### src/rtl/pd_pkg.sv
// rtl/pd_pkg.sv - shared types for the phase-detector vote filter
// Purpose: lock FSM state encoding, per-frame decision encoding and the
//          helper that turns the frame's early/late flags into a decision.
// Ports:   none (package).
package pd_pkg;

  typedef enum logic [0:0] {
    ST_ACQ    = 1'b0,
    ST_LOCKED = 1'b1
  } pd_state_t;

  typedef enum logic [1:0] {
    DEC_CLEAN    = 2'd0,
    DEC_PLUS     = 2'd1,
    DEC_MINUS    = 2'd2,
    DEC_CONFLICT = 2'd3
  } pd_dec_t;

  // Vote accumulator width: holds +/-127 plus one step of headroom.
  localparam int VOTE_W = 9;

  // Late-only asks for more delay, early-only for less; seeing both in one
  // frame means the sample is straddling an edge and carries no information.
  function automatic pd_dec_t pd_decide(input logic early_hit, input logic late_hit);
    pd_dec_t d;
    case ({late_hit, early_hit})
      2'b10:   d = DEC_PLUS;
      2'b01:   d = DEC_MINUS;
      2'b11:   d = DEC_CONFLICT;
      default: d = DEC_CLEAN;
    endcase
    return d;
  endfunction

endpackage

### src/rtl/pd_frame_cnt.sv
// rtl/pd_frame_cnt.sv - M x N frame counter with frame-start limit latching
// Purpose: walks m_cnt 1..M_lat (inner) and n_cnt 1..N_lat (outer), latching
//          the limits at every frame start, and decodes the sample points.
// Ports:   clk_ext, Reset_PD_n  clock / async active-low reset
//          en                   advance enable (low freezes everything)
//          M, N                 requested limits (0 is treated as 1)
//          early_pt, late_pt    current cycle is an early / late sample point
//          frame_end            en and late point: last cycle of the frame
module pd_frame_cnt #(
  parameter int MW = 2,
  parameter int NW = 4
) (
  input  logic          clk_ext,
  input  logic          Reset_PD_n,
  input  logic          en,
  input  logic [MW-1:0] M,
  input  logic [NW-1:0] N,
  output logic          early_pt,
  output logic          late_pt,
  output logic          frame_end
);

  logic [MW-1:0] m_cnt, m_lat, m_live, m_lim;
  logic [NW-1:0] n_cnt, n_lat, n_live, n_lim;
  logic          frame_start, m_wrap, n_wrap;

  assign frame_start = (m_cnt == MW'(1)) && (n_cnt == NW'(1));
  assign m_live      = (M == '0) ? MW'(1) : M;
  assign n_live      = (N == '0) ? NW'(1) : N;

  // On the first cycle of a frame the limits being latched are already in
  // force, so a 1x1 frame ends on the same cycle it starts.
  assign m_lim  = frame_start ? m_live : m_lat;
  assign n_lim  = frame_start ? n_live : n_lat;
  assign m_wrap = (m_cnt == m_lim);
  assign n_wrap = (n_cnt == n_lim);

  assign early_pt  = frame_start || (m_wrap && (n_cnt == NW'(1)));
  assign late_pt   = m_wrap && n_wrap;
  assign frame_end = en && late_pt;

  always_ff @(posedge clk_ext or negedge Reset_PD_n) begin
    if (!Reset_PD_n) begin
      m_cnt <= MW'(1);
      n_cnt <= NW'(1);
      m_lat <= MW'(1);
      n_lat <= NW'(1);
    end else if (en) begin
      if (frame_start) begin
        m_lat <= m_live;
        n_lat <= n_live;
      end
      if (m_wrap) begin
        m_cnt <= MW'(1);
        n_cnt <= n_wrap ? NW'(1) : n_cnt + NW'(1);
      end else begin
        m_cnt <= m_cnt + MW'(1);
      end
    end
  end

endmodule

### src/rtl/pd_vote_filter.sv
// rtl/pd_vote_filter.sv - phase-detector early/late vote filter with lock FSM
// Purpose: samples Q != Q_next at the frame's early and late points, turns
//          each frame into a +1/-1/conflict/clean decision, integrates the
//          decisions into UP/DN pulses and tracks lock.
// Ports:   clk_ext, Reset_PD_n  clock / async active-low reset
//          en                   advance and evaluate; low freezes all state
//          bypass               one UP/DN per decided frame, no voting
//          M, N                 inner / outer frame limits
//          Q, Q_next            current / next delay code
//          COMP                 legacy comparison flag
//          UP, DN               one-cycle adjust pulses
//          LOCK                 lock indicator
//          frame_end            last cycle of each frame
module pd_vote_filter
  import pd_pkg::*;
#(
  parameter int QW          = 10,
  parameter int MW          = 2,
  parameter int NW          = 4,
  parameter int VOTE_TH     = 4,
  parameter int LOCK_FRAMES = 8
) (
  input  logic          clk_ext,
  input  logic          Reset_PD_n,
  input  logic          en,
  input  logic          bypass,
  input  logic [MW-1:0] M,
  input  logic [NW-1:0] N,
  input  logic [QW-1:0] Q,
  input  logic [QW-1:0] Q_next,
  output logic          COMP,
  output logic          UP,
  output logic          DN,
  output logic          LOCK,
  output logic          frame_end
);

  localparam logic signed [VOTE_W-1:0] TH_P = VOTE_W'(VOTE_TH);
  localparam logic signed [VOTE_W-1:0] TH_N = -TH_P;
  localparam logic signed [VOTE_W-1:0] ONE  = VOTE_W'(1);

  logic    early_pt, late_pt;
  logic    mis, early_hit, late_hit;
  logic    ef_q, lf_q, comp_q, up_q, dn_q, up_d, dn_d;
  pd_dec_t dec;

  logic signed [VOTE_W-1:0] vote_q, vote_sum, vote_d;

  pd_state_t state_q, state_d;
  logic [7:0] clean_q, clean_d;
  logic       bad_q, bad_d;

  pd_frame_cnt #(
    .MW (MW),
    .NW (NW)
  ) u_frame_cnt (
    .clk_ext    (clk_ext),
    .Reset_PD_n (Reset_PD_n),
    .en         (en),
    .M          (M),
    .N          (N),
    .early_pt   (early_pt),
    .late_pt    (late_pt),
    .frame_end  (frame_end)
  );

  assign mis = (Q != Q_next);

  // Include this cycle's sample so the decision at frame_end sees the
  // late point that is being evaluated right now.
  assign early_hit = ef_q | (mis & early_pt);
  assign late_hit  = lf_q | (mis & late_pt);
  assign dec       = pd_decide(early_hit, late_hit);

  always_comb begin
    up_d     = 1'b0;
    dn_d     = 1'b0;
    vote_d   = vote_q;
    vote_sum = vote_q;
    case (dec)
      DEC_PLUS:  vote_sum = vote_q + ONE;
      DEC_MINUS: vote_sum = vote_q - ONE;
      default:   vote_sum = vote_q;
    endcase
    if (bypass) begin
      vote_d = '0;
      if (frame_end) begin
        up_d = (dec == DEC_PLUS);
        dn_d = (dec == DEC_MINUS);
      end
    end else if (frame_end) begin
      // Reaching the threshold fires and restarts integration from zero,
      // so the counter never actually sits at +/-VOTE_TH.
      if (vote_sum >= TH_P) begin
        up_d   = 1'b1;
        vote_d = '0;
      end else if (vote_sum <= TH_N) begin
        dn_d   = 1'b1;
        vote_d = '0;
      end else begin
        vote_d = vote_sum;
      end
    end
  end

  always_ff @(posedge clk_ext or negedge Reset_PD_n) begin
    if (!Reset_PD_n) begin
      vote_q <= '0;
      up_q   <= 1'b0;
      dn_q   <= 1'b0;
      comp_q <= 1'b0;
      ef_q   <= 1'b0;
      lf_q   <= 1'b0;
    end else if (en) begin
      vote_q <= vote_d;
      up_q   <= up_d;
      dn_q   <= dn_d;
      // Early point wins when a 1x1 frame makes a cycle both early and late.
      if (mis && early_pt) begin
        comp_q <= 1'b0;
      end else if (mis && late_pt) begin
        comp_q <= 1'b1;
      end
      if (frame_end) begin
        ef_q <= 1'b0;
        lf_q <= 1'b0;
      end else begin
        ef_q <= early_hit;
        lf_q <= late_hit;
      end
    end else begin
      // A pulse pending while frozen is dropped rather than replayed later.
      up_q <= 1'b0;
      dn_q <= 1'b0;
    end
  end

  always_comb begin
    state_d = state_q;
    clean_d = clean_q;
    bad_d   = bad_q;
    if (frame_end) begin
      case (state_q)
        ST_ACQ: begin
          if (dec == DEC_CLEAN) begin
            if ({1'b0, clean_q} + 9'd1 >= 9'(LOCK_FRAMES)) begin
              state_d = ST_LOCKED;
              clean_d = '0;
              bad_d   = 1'b0;
            end else begin
              clean_d = clean_q + 8'd1;
            end
          end else begin
            clean_d = '0;
          end
        end
        ST_LOCKED: begin
          if (up_d || dn_d) begin
            state_d = ST_ACQ;
            bad_d   = 1'b0;
          end else if (dec != DEC_CLEAN) begin
            if (bad_q) begin
              state_d = ST_ACQ;
              bad_d   = 1'b0;
            end else begin
              bad_d = 1'b1;
            end
          end else begin
            bad_d = 1'b0;
          end
        end
        default: state_d = ST_ACQ;
      endcase
    end
  end

  always_ff @(posedge clk_ext or negedge Reset_PD_n) begin
    if (!Reset_PD_n) begin
      state_q <= ST_ACQ;
      clean_q <= '0;
      bad_q   <= 1'b0;
    end else if (en) begin
      state_q <= state_d;
      clean_q <= clean_d;
      bad_q   <= bad_d;
    end
  end

  assign COMP = comp_q;
  assign UP   = up_q & en;
  assign DN   = dn_q & en;
  assign LOCK = (state_q == ST_LOCKED);

endmodule

### config.mk
export PLATFORM = sky130hd
export DESIGN_NAME = pd_vote_filter
export DESIGN_NICKNAME = d
export VERILOG_FILES = /design/src/rtl/pd_pkg.sv /design/src/rtl/pd_frame_cnt.sv /design/src/rtl/pd_vote_filter.sv
export SDC_FILE = /design/constraint.sdc
export NUM_CORES = 1
export LEC_CHECK = 0
export ABC_AREA = 1
export CAP_MARGIN = 30
export CELL_PAD_IN_SITES_DETAIL_PLACEMENT = 0
export CELL_PAD_IN_SITES_GLOBAL_PLACEMENT = 1
export CORE_MARGIN = 2
export CORE_UTILIZATION = 36
export CTS_CLUSTER_DIAMETER = 100
export DETAILED_ROUTE_END_ITERATION = 12
export GPL_TIMING_DRIVEN = 0
export PLACE_DENSITY_LB_ADDON = 0.08
export SLEW_MARGIN = 10
export SYNTH_ARGS = -nofsm -noshare
export SYNTH_HDL_FRONTEND = slang
export SYNTH_HIERARCHICAL = 1
export SYNTH_SLANG_ARGS = --single-unit
### constraint.sdc
create_clock -name clk_ext -period 4.01 [get_ports clk_ext]
set_clock_uncertainty 0.05 [all_clocks]
set_input_delay 1.0025 -clock clk_ext [delete_from_list [all_inputs] [get_ports clk_ext]]
set_output_delay 1.0025 -clock clk_ext [all_outputs]
set_load 0.02 [all_outputs]
==> metrics.md, run 1 <==
| Metric | Value |
|---|---|
| Clock slew seen by the registers of the worst setup and hold paths | roughly 0.07 ns |
| Syn_area_per_cell | ~6.6 um2 |
| Fin. max-slew vios | 0 |
| Share of the synthesized area in the top cell type | between 20% and 30% |
| Synthesis warning total | 6 |
| Switching Share | around 50% |
| Die height | a little over 90 um |
| Top post-synthesis cells by area | dfrtp_1 29%, nand2_1 18%, inv_1 10%, nand3_1 6.2%, ha_1 4.5% |
| Final Setup Violations | 5 |
| Clk sink count | 36 |
| Critical path startpoint | Q_next[8] |
| Worst EP required | roughly 4.2 ns |
| Routed Antenna Nets | 0 |
| Core ar. | about 0.0073 mm2 |
| # port buffers | 34 |
| Vias | between 2,000 and 3,000 |
| Top sig layer | met4 |
| Yosys cell types | 38 |
| Placed cells | between 500 and 600 |
| DR WL met2 | 3.61 mm |
| Placement Cell Area | roughly 0.0032 mm2 |
| Leak Pwr | around 0.0021 uW |
| Status | finished with violations |
| Initial DRC Count | 51 |
| DIE AREA | about 0.0084 mm2 |
| Internal | ~1700 uW |
| Most used cell, CP | nand2_2 |
| Grt ovf | 0 |
| Area grow syn2layout | 38.5% |
| Clk buf depth | 2 |
| M1 wire length | 2.91 mm |
| Fraction of registers with async set/reset | between 90% and 100% |
| Hold Crit Start | u_frame_cnt/n_lat[2] |
| Number of max-cap violations | 0 |
| EDFF count, synth | 0 |
| Hold buffers post-CTS | 0 |
| Post-Layout Cell Count | ~580 |
| Site Rows | 31 |
| CP max stage cell | nor4_2 |
| Tcrit/Tclk final | 101% |
| Initial antenna violation count | 0 |
| Min Tclk post-route | 4.04 ns |
| Total GRT Usage | 16.7% |
| Critical path arrival | 4.19 ns |
| Initial Util | about 38% |
| Final Cell Area | roughly 0.0038 mm2 |
| CTS root buf | clkbuf_8 |
| Mapped Nets | 455 |
| Met3 Wirelength | between 90 and 100 um |
| Pin slew with the least headroom to its limit | around 0.85 ns |
| Layout cells sized above 1 | ~28% |
| DP HPWL | ~4.9 mm |
| Logic gate share of total power | 70.7% |
| Failing checks | negative setup slack |
| Relative slew margins | a little over two fifths |
| Worst-Skew Late Latency | between 0.2 and 0.3 ns |
| H-tree depth | 2 |
| Via-to-Cell Ratio | about 4.5 |
| DR pass1 iterations | 4 |
| Synth Flop Type | dfrtp_1 |
| Largest net degree at the start of global routing | 20 |
| Vias in the first global route | approximately 2,600 |
| Final #Nets | 519 |
| Post-DR wirelength/cell | between 10 and 15 um |
| CP peak stage delay | a little over 0.3 ns |
| I/O pins | 35 |
| Min-delay worst type | flip-flop to flip-flop |
| Final core utilization | 52.0% |
| GP Congestion | around 0.78 |
| Synthesis-stage register bit count | 36 |
| Clock Power Share | a little under a tenth |
| Setup CP Type | primary input to flip-flop |
| Hold Fails Final Rpt | 0 |
| R2R setup slack | 0.06 ns |
| CTS tree | done |
| Sequential share of the synthesized area | between 30% and 40% |
| Max IR drop VDD | around 410 uV |
| Worst setup EP type | flip-flop |
| Final wirelength | around 6.6 mm |
| CTS Buf Count | 5 |
| Final WS setup | -0.0258 ns |
| Ant. Diodes | 0 |
| DRC Markers | 0 |
| Mapped Area | between 0.002 and 0.003 mm2 |
| First-pass GRT wire length | approximately 11 mm |
| Net Sw Power | roughly 1600 uW |
| Area leader, netlist | dfrtp_1 |
| Reg2Reg Launch Point | u_frame_cnt/n_cnt[0] |
| CP max FO | 7 |
| RSZ-0062 raised after global routing | yes |
| Peak Freq | roughly 0.25 GHz |
| Share of power burned in registers | between 10% and 20% |
| Mapped Cells | between 400 and 500 |
| Die X | a little over 90 um |
| CP Launch Type | primary input |
| PwrDens | approximately 860 mW/mm2 |
## worst max-delay path: cells and delay by family
family / cells / cell delay [ns]
AND/OR/NAND/NOR: 18 / 1.85
buffers and inverters: 6 / 0.69
XOR/XNOR: 1 / 0.16
adder cells (fa/ha/maj): 2 / 0.33
AO/OA/AOI/OAI: 2 / 0.17
## registers in the layout, summed over array words and instances, names as in the netlist, 2 cells and up
signal / cells
vote_q: 9
clean_q: 8
u_frame_cnt/m_cnt: 2
u_frame_cnt/m_lat: 2
u_frame_cnt/n_lat: 4
u_frame_cnt/n_cnt: 4
## Yosys cell counts (all sizes together), types with 2 or more instances
cell    number
o22ai        2
buf          3
dfrtp       32
nand4        6
ha          10
inv         77
xnor2        5
a21oi        9
o21ai       25
xor2         8
clkbuf       2
or2          2
nor2        42
dfstp        4
nand2      140
nand3       36
o21a         2
## per-layer routing
| metal | GRT usage, % | up-vias |
|---|---|---|
| met3 | 3.32 | 2 |
| met1 | 18.9 | 1194 |
| li1 | - | 1409 |
| met5 | 0 | - |
| met4 | 4.17 | 0 |
| met2 | 31.7 | 14 |
## final cells by class
cell class,count,area [um2]
Buffer,3,25.0
Clock buffer,6,72.6
Sequential cell,36,906
Tap cell,99,124
Timing Repair Buffer,59,552
Fill cell,753,3520
Inverter,78,297
Multi-Input combinational cell,296,1800
Clock inverter,2,35.0
## power groups by stage
stage	Clock (uW)	Sequential, uW	Combinational [uW]
CTS	329	642	2080
global route	349	669	2620
detailed placement	0	640	1730
finish	317	648	2330
global placement	0	637	1730
floorplan	0	622	1380
## kinds of logic (layout without fill, tap and decap cells)
kind of cell	count (synthesis)	count (layout)	share of synthesized area, %
simple gates	230	230	37.8
buf+inv	83	148	11.6
compound gates	43	43	8.96
flops	36	36	32.9
xor+xnor	13	13	4.14
fa+ha+maj	10	10	4.55
## path summary, 6_finish.rpt
path,endpoint,depth (start not counted)
worst min register to register,u_frame_cnt/n_lat[2],2
worst max register to register,vote_q[2],32
worst max-delay path,vote_q[2],29
worst min-delay path,u_frame_cnt/n_lat[2],2
max in group asynchronous,u_frame_cnt/n_cnt[0],2
min in group asynchronous,u_frame_cnt/m_lat[1],1
## what timing repair did
action | CTS | global route
gates resized for setup | 74 | 68
setup buffers | 19 | 5
endpoints found under the setup margin | 14 | 14
pin swaps | 26 | 45
gates cloned | 0 | 0
## through the flow
step	total power, uW	hold slack, ns	worst slack (ns)	setup TNS, ns
2_1_floorplan	2000	0.403	0.00971	0
5_1_grt	3640	0.477	-0.300	-3.05
3_3_place_gp	2370	0.416	-1.09	-13.97
6_report	3290	0.446	-0.0258	-0.0873
3_5_place_dp	2370	0.429	-1.11	-14.14
4_1_cts	3050	0.448	-0.162	-1.54
## cell usage in the layout, fill, tap and decap left out, types with 3 or more instances in the layout
cell / count
nand2_1: 112
inv_1: 66
dfrtp_1: 32
nand3_1: 28
nor2_1: 25
buf_4: 22
nand2_2: 20
o21ai_0: 16
dlymetal6s2s_1: 11
inv_2: 10
nor2_4: 9
xor2_1: 8
nand2_4: 8
nor2_2: 7
a21oi_1: 7
buf_2: 7
nand4_1: 6
nand3_2: 6
dlygate4sd2_1: 6
clkdlybuf4s50_1: 6
o21ai_2: 5
ha_1: 5
clkbuf_8: 5
ha_4: 4
dfstp_2: 4
o21ai_1: 3
xnor2_1: 3
buf_6: 3
(Power assumes the default switching activity.)
==> inputs of run 2 (changes only) <==
Settings changed: CTS_CLUSTER_DIAMETER 100 to 30, SETUP_SLACK_MARGIN set to 0.3.
==> run 2 against run 1 <==
- the flow still finishes with violations (negative setup slack)
- final area increased by 12%
- total power up 12%
- wire length is 18% higher
- clock power grew 5%
- maximum frequency down 1.1%
- highest routed layer unchanged
- critical path depth is 5 lower
- global-route usage rose by 2.0 points
- count of clock-buffer cells in the layout shrank 1
- die area unchanged
- sequential power hardly changed
- sequential share of layout area is 2.6 points lower
- largest power group unchanged
==> metrics.md, run 2 (same netlist as run 1, synthesis figures left out) <==
| Metric | Value |
|---|---|
| Post-Layout Cell Count | approximately 620 |
| DRC Markers | 0 |
| Min-delay worst type | flip-flop to flip-flop |
| Post-DR wirelength/cell | 12.8 um |
| Final Setup Violations | 7 |
| Final WS setup | -0.0689 ns |
| Die X | slightly above 90 um |
| CTS root buf | clkbuf_8 |
| PwrDens | approximately 860 mW/mm2 |
| Area grow syn2layout | 55.8% |
| # port buffers | 34 |
| DP HPWL | roughly 5.1 mm |
| Vias in the first global route | between 2,000 and 3,000 |
| Worst EP required | roughly 4.2 ns |
| Top Registers | vote_q: 9 flops, clean_q: 8 flops |
| Clock slew seen by the registers of the worst setup and hold paths | about 0.080 ns |
| Relative slew margins | between 60% and 70% |
| Placed cells | between 500 and 600 |
| Total GRT Usage | about a fifth |
| First-pass GRT wire length | between 10 and 15 mm |
| Core ar. | between 0.007 and 0.008 mm2 |
| Grt ovf | 0 |
| Max reg flops | 9 |
| Tcrit/Tclk final | 102% |
| RSZ-0062 raised after global routing | yes |
| Peak Freq | between 0.2 and 0.25 GHz |
| Largest net degree at the start of global routing | 21 |
| Layout cells sized above 1 | between 30% and 40% |
| Site Rows | 31 |
| Initial Util | a little under two fifths |
| Max IR drop VDD | ~350 uV |
| CTS tree | done |
| Setup TNS | -0.301 ns |
| Critical path arrival | 4.25 ns |
| Leak Pwr | approximately 0.0022 uW |
| H-tree depth | 2 |
| Final #Nets | ~560 |
| Number of max-cap violations | 0 |
| Placement Cell Area | between 0.003 and 0.004 mm2 |
| Most common cell after layout, fill and taps aside | nand2_1 |
| Min Tclk post-route | between 4 and 5 ns |
| Via-to-Cell Ratio | 4.64 |
| Status | finished with violations |
| Hold slack | between 0.4 and 0.5 ns |
| Final core utilization | about 58% |
| CP Launch Type | primary input |
| Worst-Skew Late Latency | approximately 0.3 ns |
| CTS Buf Count | 5 |
| Worst setup EP type | flip-flop |
| Die height | 91.4 um |
| Vias | about 2,900 |
| Hold Fails Final Rpt | 0 |
| DR pass1 iterations | 4 |
| Pin slew with the least headroom to its limit | 0.594 ns |
| Initial DRC Count | between 100 and 150 |
| Final Cell Area | 0.00429 mm2 |
| Clk buf depth | 2 |
| Final wirelength | between 7 and 8 mm |
| Fin. max-slew vios | 0 |
| Ant. Diodes | 0 |
| Clk sink count | 36 |
| CP max FO | 8 |
| Most frequent cells in the layout | 99 x nand2_1, 65 x inv_1, 34 x buf_6 |
| DIE AREA | between 0.008 and 0.009 mm2 |
| Routed Antenna Nets | 0 |
| Failing checks | negative setup slack |
| I/O pins | 35 |
| Largest Register | vote_q |
| GP Congestion | roughly 0.77 |
| Setup CP Type | primary input to flip-flop |
| Initial antenna violation count | 0 |
## run 2: changes by cell type in the layout (fill, tap and decap cells not counted), sizes merged
| cell | previous run | this run |
|---|---|---|
| buf | 35 | 68 |
| clkbuf | 8 | 11 |
| clkdlybuf4s15 | 2 | 4 |
| clkdlybuf4s50 | 6 | 8 |
| clkinvlp | 0 | 1 |
| dlygate4sd2 | 6 | 11 |
| dlymetal6s2s | 11 | 0 |
| nand3 | 36 | 37 |
## run 2: layer usage
metal	track usage, %	wire (um)
met1	25.2	3760
met2	30.7	3730
met3	3.07	240
met4	5.81	136
met5	0	0
## run 2: stage by stage
step | power [uW] | worst slack, ns
floorplan | 2030 | 0.200
global placement | 2410 | -0.850
detailed placement | 2420 | -0.920
CTS | 3210 | -0.000132
global route | 4030 | -0.232
finish | 3680 | -0.0689
## run 2: layout make-up
class	count	area (um2)
fillers	663	3050
multi-input cells	297	1920
flip-flops and latches	36	906
repair buffers	92	866
inverters	78	303
well taps	99	124
clock buffers	5	68.8
plain buffers	5	56.3
clock inverters	3	42.5
## run 2: timing repair
action	CTS	global route
resized for setup	103	101
pin swaps	42	29
setup endpoints to repair	14	17
endpoints found under the hold margin	0	0
cloned	0	1
hold buffers	0	0
buffers inserted	47	9
## run 2: final timing paths
path	from	endpoint	slack [ns]	cells past startpoint
worst max-delay path	Q_next[7]	vote_q[5]	-0.07	24
worst min-delay path	u_frame_cnt/n_lat[3]	u_frame_cnt/n_lat[3]	0.44	2
worst max register to register	u_frame_cnt/m_cnt[0]	vote_q[5]	0.02	29
worst min register to register	u_frame_cnt/n_lat[3]	u_frame_cnt/n_lat[3]	0.44	2
max in group asynchronous	Reset_PD_n	u_frame_cnt/n_cnt[0]	2.78	2
min in group asynchronous	Reset_PD_n	u_frame_cnt/m_lat[1]	0.59	1
## run 2: critical path, cell delays in order
cell	delay [ns]
clkdlybuf4s50_1	0.41
xor2_1	0.15
nor4_2	0.31
inv_1	0.11
nand2_2	0.10
inv_2	0.05
nor2_4	0.14
ha_4	0.19
buf_8	0.12
buf_8	0.13
nor2_4	0.04
nor2_4	0.16
buf_4	0.15
nor2_4	0.04
o21ai_4	0.15
o21a_1	0.17
nand3_2	0.08
nor2_1	0.11
nand3_1	0.10
nand2_2	0.09
nand2_4	0.07
nor2_4	0.17
nand2_4	0.12
o21ai_1	0.10
## run 2: power by group
group	switching [uW]	internal, uW	leakage (uW)
logic	1520	1190	0.00171
registers	127	519	0.000447
clock network	147	184	0.0000541
total	1790	1890	0.00221
